File: src/rtl/fp_seq_pkg.sv
// Shared types and opcode constants for the FP multi-cycle sequencer.
// DIV_CODE / SQRT_CODE are also used by the FP ALU decoder.
package fp_seq_pkg;

  typedef enum logic [1:0] {
    IDLE   = 2'd0,
    LAUNCH = 2'd1,
    WAIT   = 2'd2,
    WB     = 2'd3
  } seq_state_t;

  localparam logic [3:0] DIV_CODE  = 4'b0011;
  localparam logic [3:0] SQRT_CODE = 4'b0100;

  function automatic logic is_mc_op(input logic [3:0] c);
    return (c == DIV_CODE) || (c == SQRT_CODE);
  endfunction

endpackage

File: src/rtl/fp_seq_timer.sv
// Watchdog cycle counter for an in-flight iterative FP op.
// Compiled only when FP_SEQ_WATCHDOG_EN is defined.
`ifdef FP_SEQ_WATCHDOG_EN
module fp_seq_timer #(
  parameter int MC_TIMEOUT = 64
) (
  input  logic clk,
  input  logic rst_n,
  input  logic clr,
  input  logic inc,
  output logic expired
);

  localparam int W = (MC_TIMEOUT > 2) ? $clog2(MC_TIMEOUT) : 1;
  localparam logic [W-1:0] LIM = W'(MC_TIMEOUT - 1);

  logic [W-1:0] cnt_q;
  logic [W-1:0] cnt_d;

  // clear on launch acceptance, count while the op is outstanding
  always_comb begin
    cnt_d = cnt_q;
    if (clr) begin
      cnt_d = '0;
    end else if (inc && (cnt_q != LIM)) begin
      cnt_d = cnt_q + 1'b1;
    end
  end

  // counter register
  always_ff @(posedge clk or negedge rst_n) begin
    if (!rst_n) cnt_q <= '0;
    else        cnt_q <= cnt_d;
  end

  assign expired = (cnt_q == LIM);

endmodule
`endif

File: src/rtl/fp_mc_sequencer.sv
// Schedules FP ops onto the fast ALU and the iterative div/sqrt unit.
// Optional watchdog: define FP_SEQ_WATCHDOG_EN.
module fp_mc_sequencer
  import fp_seq_pkg::*;
#(
  parameter int MC_TIMEOUT = 64
) (
  input  logic       clk,
  input  logic       rst_n,
  input  logic       issue_valid,
  input  logic [3:0] fp_alu_ctrl,
  input  logic       fp_reg_write,
  input  logic [4:0] rs1,
  input  logic [4:0] rs2,
  input  logic [4:0] rd,
  output logic       stall,
  output logic       mc_start,
  output logic       mc_op,
  input  logic       mc_done,
  output logic       wb_en,
  output logic [4:0] wb_rd,
  output logic       wb_sel,
  output logic       busy,
  output logic       err_timeout
);

  seq_state_t state_q, state_d;
  logic       pend_v_q, pend_v_d;
  logic [4:0] pend_rd_q, pend_rd_d;
  logic       op_q, op_d;

  logic mc_op_in;
  logic raw_hz;
  logic accept;
  logic timeout;

  assign mc_op_in = issue_valid & is_mc_op(fp_alu_ctrl);

  assign raw_hz = pend_v_q & ((rs1 == pend_rd_q)
                | (rs2 == pend_rd_q)
                | (fp_reg_write & (rd == pend_rd_q)));

  // hazard stall: scoreboard hit, unit busy, or write-port conflict
  always_comb begin
    stall = issue_valid & (raw_hz
          | (mc_op_in & (state_q != IDLE))
          | ((state_q == WB) & fp_reg_write));
  end

  assign accept = mc_op_in & ~stall & (state_q == IDLE);

  // next state, scoreboard update and writeback mux
  always_comb begin
    state_d   = state_q;
    pend_v_d  = pend_v_q;
    pend_rd_d = pend_rd_q;
    op_d      = op_q;
    mc_start  = 1'b0;
    wb_en     = 1'b0;
    wb_sel    = 1'b0;
    wb_rd     = '0;
    if (issue_valid & ~mc_op_in & fp_reg_write & ~stall) begin
      wb_en = 1'b1;
      wb_rd = rd;
    end
    unique case (state_q)
      IDLE: begin
        if (accept) begin
          state_d   = LAUNCH;
          pend_v_d  = 1'b1;
          pend_rd_d = rd;
          op_d      = (fp_alu_ctrl == SQRT_CODE);
        end
      end
      LAUNCH: begin
        mc_start = 1'b1;
        state_d  = WAIT;
      end
      WAIT: begin
        if (mc_done) begin
          state_d = WB;
        end else if (timeout) begin
          state_d  = IDLE;
          pend_v_d = 1'b0;
        end
      end
      WB: begin
        wb_en    = 1'b1;
        wb_sel   = 1'b1;
        wb_rd    = pend_rd_q;
        pend_v_d = 1'b0;
        state_d  = IDLE;
      end
    endcase
  end

  // FSM and scoreboard registers
  always_ff @(posedge clk or negedge rst_n) begin
    if (!rst_n) begin
      state_q   <= IDLE;
      pend_v_q  <= 1'b0;
      pend_rd_q <= '0;
      op_q      <= 1'b0;
    end else begin
      state_q   <= state_d;
      pend_v_q  <= pend_v_d;
      pend_rd_q <= pend_rd_d;
      op_q      <= op_d;
    end
  end

  assign mc_op = mc_start & op_q;
  assign busy  = (state_q != IDLE);

`ifdef FP_SEQ_WATCHDOG_EN
  logic expired;
  logic err_q, err_d;

  fp_seq_timer #(
    .MC_TIMEOUT(MC_TIMEOUT)
  ) u_timer (
    .clk    (clk),
    .rst_n  (rst_n),
    .clr    (accept),
    .inc    ((state_q == LAUNCH) | (state_q == WAIT)),
    .expired(expired)
  );

  assign timeout = (state_q == WAIT) & expired & ~mc_done;

  // sticky timeout flag
  always_comb begin
    err_d = err_q | timeout;
  end

  // error register
  always_ff @(posedge clk or negedge rst_n) begin
    if (!rst_n) err_q <= 1'b0;
    else        err_q <= err_d;
  end

  assign err_timeout = err_q;
`else
  localparam int unused_mc_timeout = MC_TIMEOUT;
  assign timeout     = 1'b0;
  assign err_timeout = 1'b0;
`endif

endmodule

File: config.mk
export PLATFORM = sky130hd
export DESIGN_NAME = fp_mc_sequencer
export DESIGN_NICKNAME = d
export VERILOG_FILES = /design/src/rtl/fp_seq_pkg.sv /design/src/rtl/fp_seq_timer.sv /design/src/rtl/fp_mc_sequencer.sv
export SDC_FILE = /design/constraint.sdc
export NUM_CORES = 1
export LEC_CHECK = 0
export ABC_CLOCK_PERIOD_IN_PS = 3400
export BUFFER_PORTS_ARGS = -buffer_cell sky130_fd_sc_hd__buf_4
export CORE_MARGIN = 8
export CORE_UTILIZATION = 45
export CTS_CLUSTER_SIZE = 8
export DETAILED_ROUTE_END_ITERATION = 8
export PLACE_DENSITY = 0.87
export SLEW_MARGIN = 20
export SYNTH_ARGS = -nofsm -noshare
export SYNTH_HDL_FRONTEND = slang
export SYNTH_HIERARCHICAL = 1
export SYNTH_SLANG_ARGS = --single-unit
File: constraint.sdc
create_clock -name clk -period 3.4 [get_ports clk]
set_clock_uncertainty 0.05 [all_clocks]
set_input_delay 0.68 -clock clk [delete_from_list [all_inputs] [get_ports clk]]
set_output_delay 0.68 -clock clk [all_outputs]
set_load 0.005 [all_outputs]
==> flow_metrics.env <==
export IMPL_status="finished clean"
export IMPL_viasPerCell=5.43
export IMPL_grt_pass1_vias=794
export IMPL_holdBufCountCts=0
export IMPL_cts_max_path_buffers=2
export IMPL_die_w_um=59.3
export IMPL_finalCritPeriodShare_pct=82.1
export IMPL_rr_startpoint="state_q[0]"
export IMPL_cp_max_fo=6
export IMPL_syn_area_per_cell_um2=10.5
export IMPL_worstPathCellList="buf_4, xnor2_1, nand4_1, nor3_2, nor4b_2, a22o_2, buf_4"
export IMPL_n_fill_cell=145
export IMPL_startpoint="rd[3]"
export IMPL_synth_edf_count=0
export IMPL_cts_tree="yes"
export IMPL_endpoint_kind="output port"
export IMPL_wl_per_cell_um=16.1
export IMPL_muxShareOfSynthArea_pct=10.7
export IMPL_h_tree_depth=1
export IMPL_fin_tns_setup_ns=0
export IMPL_area_growth_syn_to_layout_pct=34.6
export IMPL_cts_root_buf="clkbuf_4"
export IMPL_crit_arrival_ns=2.06
export IMPL_vias=760
export IMPL_netlist_instances=80
export IMPL_diodes=0
export IMPL_final_cells=140
export IMPL_ys_types=34
export IMPL_grt_max_degree=11
export IMPL_drt_pass1_iterations=4
export IMPL_regArea_um2=225
export IMPL_postCtsSetupBuffers=0
export IMPL_ys_flop_type="dfrtp_1"
export IMPL_holdCritPathClass="in -> async"
export IMPL_fp_row_count=15
export IMPL_maxClockFrequency_mhz=358
export IMPL_syn_num_nets=109
export IMPL_clock_sinks=9
export IMPL_dp_cells=136
export IMPL_path_clk_slew_ns=0.07
export IMPL_path_class="in -> out"
export IMPL_crit_required_ns=2.67
export IMPL_period_needed_ns=2.79
export IMPL_route_detailed_drc=0
export IMPL_synthAdderAreaFrac_pct=7.43
export IMPL_cpLargestDelayFamily="simple AND/OR/NAND/NOR gates"
export IMPL_cts_resized=0
export IMPL_synth_largest_area_cell="dfrtp_1"
export IMPL_p_leak_nw=0.533
export IMPL_yosysMostFrequentCell="xnor2_1"
export IMPL_fin_nets=145
export IMPL_critPathLaunchType="input port"
export IMPL_rsz0062_at_grt="no"
export IMPL_mappedNetlistArea_um2=842
export IMPL_dp_hpwl_um=1900
export IMPL_slowest_delay_ns=0.42
export IMPL_maxCapViolCount=0
export IMPL_core_area_mm2=0.00175
export IMPL_ys_seq_area_share_pct=26.7
export IMPL_die_area_mm2=0.00351
export IMPL_clkLatencyLatePin_ns=0.26
export IMPL_portBuffers=34
export IMPL_gr_usage_all_layers_pct=13.9
export IMPL_start_util_pct=48.2
export IMPL_crit_top_cell="buf_4"
export IMPL_drt_wl_total_um=2250
export IMPL_setup_viol=0
export IMPL_netlist_top_cells_count="xnor2_1 (14), dfrtp_1 (9), nor2_1 (7)"
export IMPL_synth_seq_cells=9
export IMPL_routabilityCongestion=0.849
export IMPL_worst_path_buf_inv=2
export IMPL_die_h_um=59.3
export IMPL_hold_viol=0
export IMPL_antenna_left=0
export IMPL_grt_pass1_wl_um=3740
export IMPL_synth_compound_area_share_pct=15.3
export IMPL_cts_made_buffers=3
export IMPL_fin_util_pct=64.9
export IMPL_synth_simple_area_share_pct=19.8
export IMPL_slowest_stage="nor3_2"
export IMPL_maxSlewViolCount=0
export IMPL_synth_top_family_by_area="simple AND/OR/NAND/NOR gates"
export IMPL_synth_warnings=6
export IMPL_power_density_mw_per_mm2=664
export IMPL_drive_above_1_share_pct=46.1
export IMPL_synthXorXnorAreaFrac_pct=15.6
export IMPL_synth_area_leaders="dfrtp_1 (27%), xnor2_1 (15%), mux2_4 (11%), ha_1 (7.4%), a22o_1 (4.2%)"
export IMPL_ir_worst_vdd_mv=0.372
export IMPL_synth_top_cell_area_share_pct=26.7
export IMPL_first_iter_violations=11
export IMPL_synthArstFlopShare_pct=100
export IMPL_ios=36
export IMPL_antenna_found_initial=0
export IMPL_multiInputGateArea_um2=583
export IMPL_overflow=0
## worst reg2reg max path, delay by kind of cell, from the launching register on
kind / cells / cell delay [ns]
simple gates: 2 / 0.67
flops: 1 / 0.41
mux: 1 / 0.33
compound gates: 1 / 0.15
fa+ha+maj: 1 / 0.36
## path summary, 6_finish.rpt
kind / to / slack [ns] / cells after the start
max: wb_rd[4] / 0.61 / 7
min: pend_rd_q[0] / 0.17 / 1
max reg2reg: pend_rd_q[1] / 1.30 / 5
min reg2reg: op_q / 0.50 / 1
max in group asynchronous: pend_rd_q[4] / 2.99 / 1
min in group clk: op_q / 0.50 / 1
## area by class of cell
class | instances | share of cell area, %
Multi-Input combinational cell | 65 | 51.4
Timing Repair Buffer | 34 | 22.5
Sequential cell | 9 | 19.9
Tap cell | 25 | 2.76
Clock buffer | 3 | 1.99
Inverter | 3 | 0.993
Clock inverter | 1 | 0.442
## layout by cell type, fill, tap and decap left out, types with 2 or more instances in the layout
| cell | Yosys | layout |
|---|---|---|
| nor4b_2 | 2 | 2 |
| inv_1 | 3 | 3 |
| nand4_2 | 2 | 2 |
| nand2_1 | 4 | 4 |
| mux2_4 | 6 | 6 |
| a22o_1 | 4 | 4 |
| ha_1 | 5 | 5 |
| nor2_1 | 7 | 7 |
| xnor2_1 | 14 | 14 |
| dfrtp_1 | 9 | 9 |
| buf_4 | 1 | 34 |
| clkbuf_4 | 0 | 3 |
## cells by family (layout without fill, tap and decap cells)
family | count (synthesis) | after routing
AOI/OAI and AO/OA | 14 | 14
xor gates and xnor gates | 15 | 15
and+or+nand+nor | 24 | 24
buffers and inverters | 6 | 41
DFF | 9 | 9
adders and majority gates | 5 | 5
muxes | 6 | 6
other | 1 | 1
## flip-flops by register name (all words and copies together) (netlist names)
signal and flops:
op_q 1, pend_rd_q 5, pend_v_q 1, state_q 2
## per-layer routing
layer	vias to the layer above	routed length [µm]	GRT usage [%]	share of wire, %
li1	356	-	-	-
met1	360	896	15.3	40
met2	36	1160	23.3	52
met3	8	152	3.25	6.7
met4	0	41	8.53	1.8
met5	-	0	0	0
## through the flow
stage	instance area, µm²	total power [mW]	hold slack [ns]	setup WS (ns)
after global routing	1130	0.810	0.173	0.430
after CTS	1130	0.757	0.174	0.634
final	1130	0.752	0.170	0.610
after detailed placement	1110	0.674	0.455	0.645
after floorplan	842	0.509	0.334	1.00
after global placement	1110	0.644	0.451	0.712
## power by group
| group | switching [mW] | internal, mW |
|---|---|---|
| Clock | 0.0389 | 0.0433 |
| Sequential | 0.0789 | 0.154 |
| Combinational | 0.191 | 0.246 |
| Total | 0.309 | 0.443 |
No activity file was read; power rests on OpenSTA's default activity.
